**config.mk**
```make
export PLATFORM = sky130hd
export DESIGN_NAME = dir_dram_bridge
export DESIGN_NICKNAME = d
export VERILOG_FILES = /design/src/rtl/dir_dram_bridge.sv
export SDC_FILE = /design/constraint.sdc
export NUM_CORES = 1
export LEC_CHECK = 0
export BUFFER_PORTS_ARGS = -buffer_cell sky130_fd_sc_hd__buf_2
export CAP_MARGIN = 30
export CORE_ASPECT_RATIO = 1.25
export CORE_MARGIN = 2
export CORE_UTILIZATION = 55
export CTS_BUF_LIST = sky130_fd_sc_hd__clkbuf_16
export DETAILED_ROUTE_END_ITERATION = 10
export MAX_ROUTING_LAYER = met4
export PLACE_DENSITY = 0.82
export SYNTH_ARGS = -nofsm -noshare
export SYNTH_HDL_FRONTEND = slang
export SYNTH_SLANG_ARGS = --single-unit
```
**constraint.sdc**
```tcl
create_clock -name clk -period 15.5 [get_ports clk]
set_input_delay 3.1 -clock clk [delete_from_list [all_inputs] [get_ports clk]]
set_output_delay 3.1 -clock clk [all_outputs]
set_load 0.05 [all_outputs]
```
**src/rtl/dir_dram_bridge.sv**
```systemverilog
// Directory-record bridge to an AXI-lite-style DRAM slave: read, write and masked read-modify-write
// of NUM_IDX index fields plus a date, one transaction in flight at a time.
module dir_dram_bridge #(
    parameter int          NUM_IDX   = 4,
    parameter int          IDX_W     = 12,
    parameter int          NO_W      = 8,
    parameter int          ADDR_W    = 17,
    parameter int          DATA_W    = 64,
    parameter int unsigned BASE_ADDR = 32'h0001_0000,
    parameter int unsigned REC_BYTES = 32'd8,
    localparam int         REC_W     = NUM_IDX * IDX_W + 9
) (
    input  logic                clk,
    input  logic                rst,
    input  logic                req_valid,
    output logic                req_ready,
    input  logic [1:0]          req_op,
    input  logic [NO_W-1:0]     req_no,
    input  logic [REC_W-1:0]    req_wdata,
    input  logic [NUM_IDX:0]    req_mask,
    output logic                resp_valid,
    output logic [REC_W-1:0]    resp_rdata,
    output logic                resp_err,
    output logic                ar_valid,
    input  logic                ar_ready,
    output logic [ADDR_W-1:0]   ar_addr,
    input  logic                r_valid,
    output logic                r_ready,
    input  logic [DATA_W-1:0]   r_data,
    input  logic [1:0]          r_resp,
    output logic                aw_valid,
    input  logic                aw_ready,
    output logic [ADDR_W-1:0]   aw_addr,
    output logic                w_valid,
    input  logic                w_ready,
    output logic [DATA_W-1:0]   w_data,
    input  logic                b_valid,
    output logic                b_ready,
    input  logic [1:0]          b_resp
);

    if (REC_W > DATA_W) begin : g_width_err
        $error("dir_dram_bridge: record width exceeds DATA_W");
    end

    if (DATA_W > REC_W) begin : g_unused_hi
        logic unused_hi_s;
        assign unused_hi_s = ^r_data[DATA_W-1:REC_W];
    end

    typedef enum logic [2:0] {
        S_IDLE      = 3'd0,
        S_R_ADDR    = 3'd1,
        S_R_DATA    = 3'd2,
        S_W_ADDR    = 3'd3,
        S_W_DATA    = 3'd4,
        S_WAIT_RESP = 3'd5,
        S_DONE      = 3'd6
    } state_t;

    localparam logic [ADDR_W-1:0] BASE_A   = ADDR_W'(BASE_ADDR);
    localparam logic [ADDR_W-1:0] STRIDE_A = ADDR_W'(REC_BYTES);

    // Bit-level enable built from the per-field mask: date occupies [8:0], idx[k] sits above it.
    function automatic logic [REC_W-1:0] field_mask(input logic [NUM_IDX:0] m);
        logic [REC_W-1:0] fm;
        fm      = {REC_W{1'b0}};
        fm[8:0] = {9{m[NUM_IDX]}};
        for (int k = 0; k < NUM_IDX; k++) begin
            fm[9 + k*IDX_W +: IDX_W] = {IDX_W{m[k]}};
        end
        return fm;
    endfunction

    function automatic logic [REC_W-1:0] merge_rec(input logic [REC_W-1:0] old_rec,
                                                   input logic [REC_W-1:0] new_rec,
                                                   input logic [NUM_IDX:0] m);
        logic [REC_W-1:0] fm;
        fm = field_mask(m);
        return (new_rec & fm) | (old_rec & ~fm);
    endfunction

    state_t             state_q, state_d;
    logic [1:0]         op_q, op_d;
    logic [ADDR_W-1:0]  addr_q, addr_d;
    logic [REC_W-1:0]   wr_q, wr_d;
    logic [NUM_IDX:0]   mask_q, mask_d;
    logic [REC_W-1:0]   rd_q, rd_d;
    logic               err_q, err_d;
    logic [REC_W-1:0]   resp_rdata_q, resp_rdata_d;
    logic               resp_err_q, resp_err_d;

    // State and captured-transaction registers.
    always_ff @(posedge clk or posedge rst) begin
        if (rst) begin
            state_q      <= S_IDLE;
            op_q         <= 2'd0;
            addr_q       <= {ADDR_W{1'b0}};
            wr_q         <= {REC_W{1'b0}};
            mask_q       <= {(NUM_IDX+1){1'b0}};
            rd_q         <= {REC_W{1'b0}};
            err_q        <= 1'b0;
            resp_rdata_q <= {REC_W{1'b0}};
            resp_err_q   <= 1'b0;
        end else begin
            state_q      <= state_d;
            op_q         <= op_d;
            addr_q       <= addr_d;
            wr_q         <= wr_d;
            mask_q       <= mask_d;
            rd_q         <= rd_d;
            err_q        <= err_d;
            resp_rdata_q <= resp_rdata_d;
            resp_err_q   <= resp_err_d;
        end
    end

    // Next-state logic; the response registers change only on entry to DONE so they hold between pulses.
    always_comb begin
        state_d      = state_q;
        op_d         = op_q;
        addr_d       = addr_q;
        wr_d         = wr_q;
        mask_d       = mask_q;
        rd_d         = rd_q;
        err_d        = err_q;
        resp_rdata_d = resp_rdata_q;
        resp_err_d   = resp_err_q;
        case (state_q)
            S_IDLE: begin
                if (req_valid) begin
                    op_d    = req_op;
                    addr_d  = BASE_A + ADDR_W'(req_no) * STRIDE_A;
                    wr_d    = req_wdata;
                    mask_d  = req_mask;
                    err_d   = 1'b0;
                    state_d = (req_op == 2'd1) ? S_W_ADDR : S_R_ADDR;
                end else begin
                    state_d = S_IDLE;
                end
            end
            S_R_ADDR: begin
                if (ar_ready) state_d = S_R_DATA;
                else          state_d = S_R_ADDR;
            end
            S_R_DATA: begin
                if (r_valid) begin
                    rd_d  = r_data[REC_W-1:0];
                    err_d = err_q | (r_resp != 2'b00);
                    if ((op_q == 2'd2) && (r_resp == 2'b00)) begin
                        wr_d    = merge_rec(r_data[REC_W-1:0], wr_q, mask_q);
                        state_d = S_W_ADDR;
                    end else begin
                        resp_rdata_d = r_data[REC_W-1:0];
                        resp_err_d   = err_q | (r_resp != 2'b00);
                        state_d      = S_DONE;
                    end
                end else begin
                    state_d = S_R_DATA;
                end
            end
            S_W_ADDR: begin
                if (aw_ready) state_d = S_W_DATA;
                else          state_d = S_W_ADDR;
            end
            S_W_DATA: begin
                if (w_ready) state_d = S_WAIT_RESP;
                else         state_d = S_W_DATA;
            end
            S_WAIT_RESP: begin
                if (b_valid) begin
                    err_d        = err_q | (b_resp != 2'b00);
                    resp_err_d   = err_q | (b_resp != 2'b00);
                    resp_rdata_d = (op_q == 2'd1) ? {REC_W{1'b0}} : rd_q;
                    state_d      = S_DONE;
                end else begin
                    state_d = S_WAIT_RESP;
                end
            end
            S_DONE:  state_d = S_IDLE;
            default: state_d = S_IDLE;
        endcase
    end

    assign req_ready  = (state_q == S_IDLE);
    assign ar_valid   = (state_q == S_R_ADDR);
    assign r_ready    = (state_q == S_R_DATA);
    assign aw_valid   = (state_q == S_W_ADDR);
    assign w_valid    = (state_q == S_W_DATA);
    assign b_ready    = (state_q == S_WAIT_RESP);
    assign resp_valid = (state_q == S_DONE);
    assign ar_addr    = addr_q;
    assign aw_addr    = addr_q;
    assign w_data     = DATA_W'(wr_q);
    assign resp_rdata = resp_rdata_q;
    assign resp_err   = resp_err_q;

endmodule
```
---- Word-level counts from Yosys, hierarchy flattened ----
Cells that the tools add are included.
operators by class
  reductions and logical operators ........ 13
  equal/unequal tests ..................... 14
  bitwise operators ....................... 6
  muxes and demuxes ....................... 25
  add/subtract/negate cells ............... 1
operators by type and width
  operator                                       number
  two-way mux 57 bit                             7
  case mux 57 bit (2 select lines)               2
  bitwise AND 57 bit                             2
  NOT 57 bit                                     1
  OR 57 bit                                      1
  case mux 3 bit (6 select lines)                1
  adder 17 x 11 -> 17 bit, first input constant  1
  AND reduction 4 bit                            3
  == test 3 bit, second input constant           3
  two-way mux 3 bit                              3
  two-way mux 2 bit                              4
  != test 2 bit, second input constant           4
  nonzero test 2 bit                             4
  == test 3 x 2 -> 1 bit, second input constant  2
  two-way mux 1 bit                              6
  == test 2 x 1 -> 1 bit, second input constant  2
  AND reduction 2 bit                            2
  == test 3 x 1 -> 1 bit, second input constant  1
  logical NOT 3 bit                              1
  case mux 1 bit (3 select lines)                1
  nonzero test 3 bit                             1
  == test 2 bit, second input constant           1
  logical NOT 2 bit                              1
  != test 2 x 1 -> 1 bit, second input constant  1
  other kinds (3)                                4
word-level totals
  word-level logic and storage cells ...... 68
  output and inout bits ................... 163
  bits in registers ....................... 200

---- Depth between registers and ports, before layout ----
  depth after elaboration ................. 6
  gate-level depth with buffers ........... 8
  gate-level depth less buffers ........... 5

---- Least setup slack after synthesis ----
OpenSTA, ideal clock, no wires.
  kind .................................... register -> output
  start point ............................. register state_q[1]
  end point ............................... output ar_valid
  arrival ................................. 1,895 ps
  stages on the path, launching flop included .. 4
  data required time ...................... 12,400 ps
  path slack .............................. 10,505 ps
  cell sequence ........................... dfrtp_1 clkbuf_8 clkbuf_1 nor3b_1
between the ends
  word-level cells in the longest chain between the ends .. 1
RTL lines
  what                      RTL line  text
  start: declaration        83        state_t state_q, state_d;
  start signal: assignment  106       state_q <= state_d;
  == test 3 x 1 -> 1 bit    186       assign ar_valid = (state_q == S_R_ADDR);
  end: declaration          24        output logic ar_valid,
Every way passes these cells.

---- Final worst setup path ----
  start point ............................. register state_q[1]
  end point ............................... output b_ready
between the ends
  word-level cells in the longest chain between the ends .. 1
RTL lines
  what              RTL line  text
  == test 3 bit     190       assign b_ready = (state_q == S_WAIT_RESP);
  end: declaration  38        output logic b_ready,
Every way passes these cells.

==> impl_results.md <==
* Status: completed
* Critical path class: register to primary output
* Pins over their slew limit at 0
* RSZ-0062 raised after global routing: false
* P_int at around 1.4 mW
* Share of cells above drive strength 1 at a little under two fifths
* R2R depth at 6
* HP Class: register to register
* Fraction of registers with async set/reset at 100%
* Post-CTS Setup Bufs at 0
* # DRC at 0
* Clk_lat worst skew at about 430 ps
* Total Negative Setup Slacks at 0 ps
* H-tree depth at 4
* Synth Instances at just under 900
* Slew headroom at between 30 and 40%
* Initial antenna violation count at 4
* Max clock buf depth at 2
* Root buffer cell: clkbuf_16
* Largest net degree at the start of global routing at approximately 140
* CTS tree: done
* Initial core utilization at a little under three fifths
* Switching power at roughly 1.4 mW
* Worst hold path depth at 2
* Clk pin slew, worst setup/hold paths at about 70 ps
* Iteration-0 DRC Markers at 463
* Tot GR Track Use at between 20 and 30%
* Primary FF master, synth: dfrtp_1
* Chip Width at about 120 um
* Dpl hpwl at 16,600 um
* Worst-Margin Slew at ~1000 ps
* Remaining Overflow, GRT at 0
* Cts bufs inserted at 17
* P&R area growth vs syn at 21.9%
* Sequential area share after synthesis at a little over half
* Synth cell types at 36
* Leakage power total at roughly 5.5 nW
* First-pass GRT wire length at 39,400 um
* Tmin final at roughly 6100 ps
* WL final at about 25,000 um
* Layout Skew at 8.73 ps
* CTS sink count at 192
* Most frequent cells in the layout: 280 x buf_2, 191 x dfrtp_1, 158 x a21oi_1, 82 x mux2_2, 67 x o21ai_0
* Floorplan row count at 52
* Die Y at between 100 and 150 um
* Core ar. at between 0.015 and 0.02 sq mm
* Critical Path RT at roughly 12,000 ps
* Mapped Area at ~0.0092 sq mm
* Power density over cell area at 252 mW/mm^2
* Post-DRT Antenna Nets at 0
* EDFF count, synth at 0
* Clock power frac at between 15 and 20%
* Routed WL per cell at roughly 18 um
* RePlAce Congestion at around 0.85
* Sw Share at about half
* CP Capture Type: primary output
* Max IR drop VDD at 145 uV
* Crit path max fanout at 62
* DR pass1 iterations at 5
* PortBufs at 280
* Number of global-route vias before repair at approximately 7,700
* Final Cycle Share at 39.5%
* Crit path arrival time at just over 3000 ps
* # setup viols final at 0
* Final hold vios at 0
* Syn_area_per_cell at 10.4 sq um
* Num ports at 311
* Max-Cap Viols at 0
* Fin nets at between 1,000 and 1,500
* Synthesis-stage register bit count at around 190
* F_max at about 160 MHz
* Seq pwr share at between 30% and 40%
* Hold_buf cts at 0
* Hold slack at between 400 and 500 ps
* CTS resizes at 0
* Setup crit start kind: register
* Core Util, Final at between 60% and 70%
* Synth warn at 0
* Vias per cell at 5.60
* DIE AREA at 0.0178 sq mm
* Commonest non-fill, non-tap cell in the layout: buf_2
* Combinational power share at 51.0%
* Vias post-DR at approximately 7,500
## power by group through the flow
| stage | Combinational [mW] | Sequential, mW | Clock, mW |
|---|---|---|---|
| after CTS | 1.45 | 0.922 | 0.473 |
| after global placement | 1.41 | 0.913 | 0 |
| final | 1.44 | 0.923 | 0.464 |
| after floorplan | 0.632 | 1.39 | 0 |
| after global routing | 1.53 | 0.954 | 0.493 |
| after detailed placement | 1.45 | 0.926 | 0 |
## per-layer routing
layer,vias to the layer above,wire (um),GRT usage (%)
li1,3490,-,-
met1,3704,9840,33.9
met2,280,12500,48.9
met3,65,1380,6.06
met4,0,960,13.2
met5,-,0,-
## critical path, stage by stage (launching register included)
cell,delay (ps)
dfrtp_4,830
nand3b_1,180
buf_4,580
inv_2,590
buf_2,390
## final cells by class
class                           instances  area [sq um]
Antenna cell                            4          10.0
Clock buffer                           17           425
Clock inverter                         15           200
Fill cell                            1296          5100
Inverter                               12          52.6
Multi-Input combinational cell        598          3920
Sequential cell                       192          4810
Tap cell                              216           270
Timing Repair Buffer                  293          1550
## cells in the mapped netlist (all sizes together), types with 12 or more instances
cell type | instances | area (sq um)
dfrtp | 192 | 4800
a21oi | 159 | 807
mux2 | 82 | 923
o21ai | 67 | 335
nand2 | 64 | 240
and3 | 57 | 357
buf | 55 | 350
mux2i | 49 | 490
nor2b | 48 | 300
clkbuf | 47 | 216
inv | 12 | 45.0
nand3b | 12 | 90.1
## cell families (layout without fill, tap and decap cells)
family                 Yosys count  in the layout  share of synthesized area, %
AND/OR/NAND/NOR                209            209                          12.6
AO/OA/AOI/OAI                  235            235                          13.2
flip-flops                     192            192                          52.2
other                            1             27                        0.0407
multiplexers                   131            131                          15.3
buffers and inverters          114            337                          6.64
## worst paths after layout
kind	from	end	slack [ps]
worst min-delay path	resp_rdata[34]$_DFFE_PP0P_	resp_rdata[34]$_DFFE_PP0P_	470
worst max-delay path	state_q[1]$_DFF_PP0_	b_ready	9380
min in group asynchronous	rst	asynchronous set/reset pin	2540
max in group asynchronous	rst	asynchronous set/reset pin	11390
worst min register to register	resp_rdata[34]$_DFFE_PP0P_	resp_rdata[34]$_DFFE_PP0P_	470
worst max register to register	state_q[1]$_DFF_PP0_	resp_err$_DFFE_PP0P_	11920
## through the flow
stage	total power, mW	setup WS [ps]	instance area, sq um	instances
finish	2.83	9380	11200	1347
global placement	2.32	9800	10500	1307
detailed placement	2.37	9800	10600	1310
CTS	2.84	9370	11200	1342
floorplan	2.02	7170	9300	904
global route	2.98	9160	11200	1347
Note: power is estimated with default switching activity, not from simulation.
